$ cat config.mk
export PLATFORM = sky130hd
export DESIGN_NAME = alu_issue_ctrl
export DESIGN_NICKNAME = d
export VERILOG_FILES = /design/src/rtl/alu_issue_ctrl.sv
export SDC_FILE = /design/constraint.sdc
export NUM_CORES = 2
export LEC_CHECK = 0
export CORE_ASPECT_RATIO = 0.8
export CORE_UTILIZATION = 55
export DETAILED_ROUTE_END_ITERATION = 8
export PLACE_DENSITY = 0.75
export SYNTH_ARGS = -nofsm -noshare
export SYNTH_HDL_FRONTEND = slang
export SYNTH_SLANG_ARGS = --single-unit
$ cat constraint.sdc
create_clock -name clk -period 52.5 [get_ports clk]
set_input_delay 5.25 -clock clk [delete_from_list [all_inputs] [get_ports clk]]
set_output_delay 5.25 -clock clk [all_outputs]
set_load 0.05 [all_outputs]
$ cat src/rtl/alu_issue_ctrl.sv
// rtl/alu_issue_ctrl.sv - RV32I OP/OP-IMM issue controller: decode, regfile read, ALU drive, writeback
module alu_issue_ctrl #(
    parameter int XLEN  = 32,
    parameter int NREGS = 32
) (
    input  logic            clk,
    input  logic            rst,
    input  logic            instr_valid,
    output logic            instr_ready,
    input  logic [31:0]     instr,
    output logic [XLEN-1:0] alu_operand1,
    output logic [XLEN-1:0] alu_operand2,
    output logic [2:0]      alu_func3,
    output logic            alu_subsra,
    input  logic [XLEN-1:0] alu_result,
    output logic            wb_valid,
    output logic [4:0]      wb_rd,
    output logic [XLEN-1:0] wb_data,
    output logic            illegal,
    input  logic [4:0]      dbg_addr,
    output logic [XLEN-1:0] dbg_data
);

    localparam int AW = $clog2(NREGS);

    localparam logic [6:0] OPC_OP     = 7'b0110011;
    localparam logic [6:0] OPC_OP_IMM = 7'b0010011;
    localparam logic [6:0] F7_ZERO    = 7'b0000000;
    localparam logic [6:0] F7_ALT     = 7'b0100000;

    typedef enum logic [1:0] {IDLE, DEC, EXE, WB} state_t;

    state_t          state;
    logic [31:0]     ir;
    logic [XLEN-1:0] regs [NREGS];

    logic            dec_legal;
    logic            dec_subsra;
    logic [XLEN-1:0] dec_op1;
    logic [XLEN-1:0] dec_op2;

    logic [6:0] opcode;
    logic [4:0] rd_idx;
    logic [2:0] f3;
    logic [4:0] rs1_idx;
    logic [4:0] rs2_idx;
    logic [6:0] f7;

    assign opcode  = ir[6:0];
    assign rd_idx  = ir[11:7];
    assign f3      = ir[14:12];
    assign rs1_idx = ir[19:15];
    assign rs2_idx = ir[24:20];
    assign f7      = ir[31:25];

    // x0 and indices beyond the implemented file read as zero
    function automatic logic [XLEN-1:0] rf_read(input logic [4:0] idx);
        if (idx == 5'd0 || 32'(idx) >= NREGS)
            return '0;
        return regs[idx[AW-1:0]];
    endfunction

    function automatic logic idx_bad(input logic [4:0] idx);
        return 32'(idx) >= NREGS;
    endfunction

    assign instr_ready = (state == IDLE);
    assign dbg_data    = rf_read(dbg_addr);

    // Decode the latched word into legality, shift/sub selector and operands
    always_comb begin
        dec_legal  = 1'b0;
        dec_subsra = 1'b0;
        dec_op1    = rf_read(rs1_idx);
        dec_op2    = rf_read(rs2_idx);
        if (opcode == OPC_OP) begin
            if (f7 == F7_ZERO) begin
                dec_legal = 1'b1;
            end else if (f7 == F7_ALT && (f3 == 3'b000 || f3 == 3'b101)) begin
                dec_legal  = 1'b1;
                dec_subsra = 1'b1;
            end
            if (idx_bad(rs2_idx))
                dec_legal = 1'b0;
        end else if (opcode == OPC_OP_IMM) begin
            dec_op2 = {{(XLEN-12){ir[31]}}, ir[31:20]};
            case (f3)
                3'b001: dec_legal = (f7 == F7_ZERO);
                3'b101: begin
                    if (f7 == F7_ZERO) begin
                        dec_legal = 1'b1;
                    end else if (f7 == F7_ALT) begin
                        dec_legal  = 1'b1;
                        dec_subsra = 1'b1;
                    end
                end
                default: dec_legal = 1'b1;
            endcase
        end
        if (idx_bad(rd_idx) || idx_bad(rs1_idx))
            dec_legal = 1'b0;
    end

    // Issue FSM: one instruction in flight through DEC, EXE and WB
    always_ff @(posedge clk or posedge rst) begin
        if (rst) begin
            state        <= IDLE;
            ir           <= '0;
            alu_operand1 <= '0;
            alu_operand2 <= '0;
            alu_func3    <= '0;
            alu_subsra   <= 1'b0;
            wb_valid     <= 1'b0;
            wb_rd        <= '0;
            wb_data      <= '0;
            illegal      <= 1'b0;
        end else begin
            wb_valid <= 1'b0;
            illegal  <= 1'b0;
            case (state)
                IDLE: begin
                    if (instr_valid) begin
                        ir    <= instr;
                        state <= DEC;
                    end
                end
                DEC: begin
                    if (dec_legal) begin
                        alu_operand1 <= dec_op1;
                        alu_operand2 <= dec_op2;
                        alu_func3    <= f3;
                        alu_subsra   <= dec_subsra;
                        state        <= EXE;
                    end else begin
                        illegal <= 1'b1;
                        state   <= IDLE;
                    end
                end
                EXE: begin
                    wb_data  <= alu_result;
                    wb_rd    <= rd_idx;
                    wb_valid <= 1'b1;
                    state    <= WB;
                end
                WB: begin
                    state <= IDLE;
                end
                default: state <= IDLE;
            endcase
        end
    end

    // Register file: commit the captured result at the end of WB; x0 never written
    always_ff @(posedge clk or posedge rst) begin
        if (rst) begin
            for (int i = 0; i < NREGS; i++)
                regs[i] <= '0;
        end else if (state == WB && wb_rd != 5'd0 && !idx_bad(wb_rd)) begin
            regs[wb_rd[AW-1:0]] <= wb_data;
        end
    end

endmodule

==> run summary <==
The run finished with clean final reports. The final route contains 45127 vias. After legalization and detailed placement, the total HPWL measured 118 mm. Remaining routing DRC violations: 0.

The overall track demand over capacity in global routing is 0.357, and the number of storage elements in the synthesis netlist is 1165. TritonCTS built the clock tree. The count of nets after finishing came out at 4358. Counting instances, the worst hold path has a depth of 0. Among all flip-flop cells after synthesis, the most frequent one is sky130_fd_sc_hd__dfrtp_1.

The hold violation total from the final report came out at 0. Setup violations remaining at the end of the flow were counted as 0. Setup repair after global routing left no endpoint under its margin. The run gives 0 as the max-slew violation total from the final report.

In this run the core area contains 113 standard-cell rows. The number of port buffers works out to 211. The adder-cell share of the synthesized area is 0, and the TritonCTS buffer count is 116. The count of nets left with antenna violations once routing finished came out at 0.

Traced cell by cell, the critical path runs through buf_8 -> buf_4 -> buf_4 -> buf_4 -> mux4_2 -> mux4_2 -> nand2_1 -> o21ai_0 -> clkdlybuf4s50_1. The slowest stage of the critical path belongs to the cell sky130_fd_sc_hd__buf_4. The overall routed net length was 215 mm; the final non-filler cell total was 5992. Once the clock tree was built, the setup fixing pass inserted 0 buffers. For this run, the number of Yosys warnings is 0. The detailed-route vias per instance is 7.53. The clock tree root driver cell was sky130_fd_sc_hd__clkbuf_16.

The post-synthesis cell count was 4367. The wire length of the first global-routing pass was 317 mm; the largest voltage drop on the vdd net was 25.9 uV. For the number of violations of the max-capacitance limit, the log shows 0.

In the final timing run, aggregate negative setup slack is 0 ns. Clock transition at the registers of the reported paths: 0.06 ns. The run gives 172 as the largest net degree at the start of global routing. The most numerous cell type found on the critical path is sky130_fd_sc_hd__buf_4. Number of buffer and inverter stages on the critical path: 5. The share of post-route cells with drive strength above 1 is 0.512, and the power density relative to cell area is 30.3 nW/um2.

For this run, the top clock speed supported by timing is 63.9 MHz. The mapped cell area was 66600 um2. In this run the worst hold path is classified as reg -> reg.

The number of cells upsized or downsized after cts is 0. The register area share after synthesis came out at 0.438. The share of async-settable or async-resettable flops after synthesis is 1.00. The post-synthesis share of cell area spent on and, or, nand and nor gates is 0.0232, and the switching power is 0.688 mW. The floorplan step set the die height to 313 um. The critical path depth in cells works out to 9. The distinct cell type count after synthesis came out at 45. The switching power share of the total works out to 0.309. The dominant combinational cell family by area after synthesis is multiplexers. Portion of total power attributed to the clock network: 0.391. The share of cell area taken by muxes after synthesis was 0.468; the area of the die was 123000 um2. The largest fanout on the critical path came out at 46.

The family of cells with the greatest summed delay on the critical path was buffers and inverters. Final worst clock skew: 0.0249 ns. Worst relative slew slack: 0.146. The endpoint arrival time on the critical path is 10.39 ns, and the final hold slack is 0.404 ns.

The maximum level of the CTS H-tree is 3, and the mean routed wirelength per cell is 35.9 um. For this block, the initial DRC count from the detailed router was 5950. The logs give 0.165 for the combinational share of power and 3 for the number of buffers on the longest clock path.

Path type of the worst setup path: in -> out. The launching element type of the critical path was an input port. The number of antenna violations at the first check in global routing is 7. The core region is 119000 um2. The net count after synthesis is 4439, and the final core utilization is 0.617. The portion of the clock cycle consumed by the worst path in the final layout is 0.298, and the synthesized area per cell is 15.3 um2. At the later pin of the worst-skew pair, clock insertion delay measures 0.76 ns.

The total of hold buffers inserted after clock tree synthesis was 0; the worst slack at placement was 36.69 ns. For the number of placed instances, taps included, the log shows 5778. The run gives 0 as the overall overflow remaining after global route.

For the data required time at the worst endpoint, the log shows 47.25 ns. STA classifies the critical path endpoint as an output port. The first TritonRoute pass finished after 6 iterations.

The clock drives 1165 sinks. The largest incremental delay on the critical path is 0.84 ns. The synthesis-to-layout area growth was 10.6%.

Counting flops with a built-in enable in the synthesized netlist gives 0. The actual slew at the worst max-slew pin was 1.28 ns; the worst reg-to-reg path cell count was 7. The tools report the number of global-route vias before repair as 45207. The portion of total power attributed to sequential cells is 0.445, and the area fraction in compound gates after synthesis is 0.0371. The leakage power of the design is 32.2 nW, and the width of the die is 391 um. The worst path needs 15.64 ns of the cycle, external delays included. For the initial standard-cell utilization of the core, the log shows 0.558. The layout has 8815 filler cells.

The congestion estimate from routability-driven global placement came to 0.860. The post-synthesis share of cell area spent on xor and xnor gates came out at 0. Internal power consumption: 1.54 mW. Setup slack closes at 36.86 ns. Pin placement for this block handled 212 I/O pins.
==> power groups by stage <==
stage	Combinational, mW	Sequential (mW)	Clock [mW]
detailed placement	0.363	1.01	0
CTS	0.363	0.990	0.880
floorplan	0.237	0.991	0
global placement	0.360	1.01	0
global route	0.381	0.997	0.917
finish	0.367	0.991	0.871
==> logic make-up (layout without fill, tap and decap cells) <==
logic type             after synthesis  count (layout)
and+or+nand+nor                    321             321
DFF                               1165            1165
buffers and inverters              546             560
AOI/OAI and AO/OA                  387             387
other                                0               1
muxes                             1948            1948
==> worst register-to-register path, cell delays in order, from the launching register on <==
cell and delay (ns):
sky130_fd_sc_hd__dfrtp_4 1.05, sky130_fd_sc_hd__buf_4 0.89, sky130_fd_sc_hd__buf_4 0.89, sky130_fd_sc_hd__mux4_2 0.59
sky130_fd_sc_hd__nor2b_1 0.14, sky130_fd_sc_hd__a211oi_1 0.32, sky130_fd_sc_hd__nor3_1 0.13, sky130_fd_sc_hd__a22o_1 0.19
==> cell usage after synthesis (2+ instances only) <==
| cell | count | area share |
|---|---|---|
| sky130_fd_sc_hd__or2_2 | 3 | 0.00028 |
| sky130_fd_sc_hd__o311ai_0 | 2 | 0.00026 |
| sky130_fd_sc_hd__nand4b_1 | 5 | 0.00066 |
| sky130_fd_sc_hd__and2_1 | 5 | 0.00047 |
| sky130_fd_sc_hd__a22o_1 | 32 | 0.0042 |
| sky130_fd_sc_hd__nand4_1 | 2 | 0.00019 |
| sky130_fd_sc_hd__nor2b_1 | 38 | 0.0036 |
| sky130_fd_sc_hd__mux4_2 | 829 | 0.28 |
| sky130_fd_sc_hd__buf_1 | 75 | 0.0042 |
| sky130_fd_sc_hd__o31ai_1 | 3 | 0.00034 |
| sky130_fd_sc_hd__mux2_1 | 9 | 0.0015 |
| sky130_fd_sc_hd__nand3b_1 | 5 | 0.00056 |
| sky130_fd_sc_hd__nand2_1 | 92 | 0.0052 |
| sky130_fd_sc_hd__nor4_1 | 2 | 0.00019 |
| sky130_fd_sc_hd__mux2i_1 | 53 | 0.0080 |
| sky130_fd_sc_hd__clkbuf_1 | 293 | 0.017 |
| sky130_fd_sc_hd__nor3_1 | 43 | 0.0032 |
| sky130_fd_sc_hd__buf_4 | 10 | 0.0011 |
| sky130_fd_sc_hd__a31oi_1 | 4 | 0.00038 |
| sky130_fd_sc_hd__mux2_2 | 1057 | 0.18 |
| sky130_fd_sc_hd__buf_2 | 129 | 0.0097 |
| sky130_fd_sc_hd__inv_1 | 38 | 0.0021 |
| sky130_fd_sc_hd__o21ai_0 | 50 | 0.0038 |
| sky130_fd_sc_hd__a211oi_1 | 48 | 0.0054 |
| sky130_fd_sc_hd__nor3b_1 | 4 | 0.00045 |
| sky130_fd_sc_hd__o41ai_1 | 2 | 0.00026 |
| sky130_fd_sc_hd__a21oi_1 | 69 | 0.0052 |
| sky130_fd_sc_hd__o22ai_1 | 158 | 0.015 |
| sky130_fd_sc_hd__nand2b_1 | 9 | 0.00084 |
| sky130_fd_sc_hd__nor2_1 | 78 | 0.0044 |
| sky130_fd_sc_hd__nand3_1 | 17 | 0.0013 |
| sky130_fd_sc_hd__o32ai_1 | 11 | 0.0014 |
| sky130_fd_sc_hd__dfrtp_1 | 1165 | 0.44 |
| sky130_fd_sc_hd__o2111ai_1 | 3 | 0.00039 |
| sky130_fd_sc_hd__or3_1 | 14 | 0.0013 |
==> layer usage <==
| layer | vias to the layer above | wire length (um) | track usage |
|---|---|---|---|
| met2 | 3362 | 96000 | 0.521 |
| met4 | 6 | 10500 | 0.152 |
| met5 | - | 47 | 0 |
| li1 | 17168 | - | - |
| met1 | 23939 | 79500 | 0.495 |
| met3 | 652 | 28900 | 0.119 |
==> worst paths after layout <==
check / from / to / slack (ns)
worst max-delay path: dbg_addr[0] / dbg_data[29] / 36.86
worst min-delay path: regs[996] / regs[996] / 0.40
worst max register to register: ir[15] / alu_operand1[20] / 48.20
worst min register to register: regs[996] / regs[996] / 0.40
max in group asynchronous: rst / regs[79] / 43.62
min in group asynchronous: rst / ir[6] / 5.06
==> cell type report <==
class	instances	area (um2)	share of cell area
Antenna cell	1	2.50	0.0000340
Clock buffer	165	3440	0.0467
Clock inverter	48	512	0.00695
Inverter	38	150	0.00204
Multi-Input combinational cell	2656	35400	0.481
Sequential cell	1165	29200	0.396
Tap cell	1610	2010	0.0273
Timing Repair Buffer	309	2940	0.0399
==> layout by cell type (no fill, tap or decap), types with 14 or more instances in the layout <==
cell / n
sky130_fd_sc_hd__a211oi_1: 47
sky130_fd_sc_hd__a21oi_1: 69
sky130_fd_sc_hd__a22o_1: 32
sky130_fd_sc_hd__buf_4: 92
sky130_fd_sc_hd__clkbuf_1: 15
sky130_fd_sc_hd__clkbuf_16: 117
sky130_fd_sc_hd__clkbuf_8: 33
sky130_fd_sc_hd__clkdlybuf4s50_1: 206
sky130_fd_sc_hd__clkinv_2: 24
sky130_fd_sc_hd__dfrtp_1: 1158
sky130_fd_sc_hd__inv_1: 37
sky130_fd_sc_hd__mux2_2: 1057
sky130_fd_sc_hd__mux2i_1: 53
sky130_fd_sc_hd__mux4_2: 829
sky130_fd_sc_hd__nand2_1: 74
sky130_fd_sc_hd__nand2_2: 14
sky130_fd_sc_hd__nand3_1: 15
sky130_fd_sc_hd__nor2_1: 65
sky130_fd_sc_hd__nor2b_1: 36
sky130_fd_sc_hd__nor3_1: 43
sky130_fd_sc_hd__o21ai_0: 50
sky130_fd_sc_hd__o22ai_1: 158
==> flip-flops by register name, summed over array words and instances, names as in the netlist, named ones only <==
| name | flops |
|---|---|
| state | 1 |
| alu_func3 | 3 |
| illegal | 1 |
| alu_operand1 | 32 |
| wb_valid | 1 |
| wb_data | 32 |
| wb_rd | 5 |
| alu_operand2 | 32 |
| regs | 1024 |
| alu_subsra | 1 |
| ir | 32 |
==> per-stage QoR <==
stage / cell area, um2 / power (mW)
after floorplan: 66600 / 1.23
after global placement: 69700 / 1.37
after detailed placement: 69700 / 1.37
after CTS: 73700 / 2.23
after global routing: 73700 / 2.29
final: 73700 / 2.23
No activity file was read; power rests on OpenSTA's default activity.
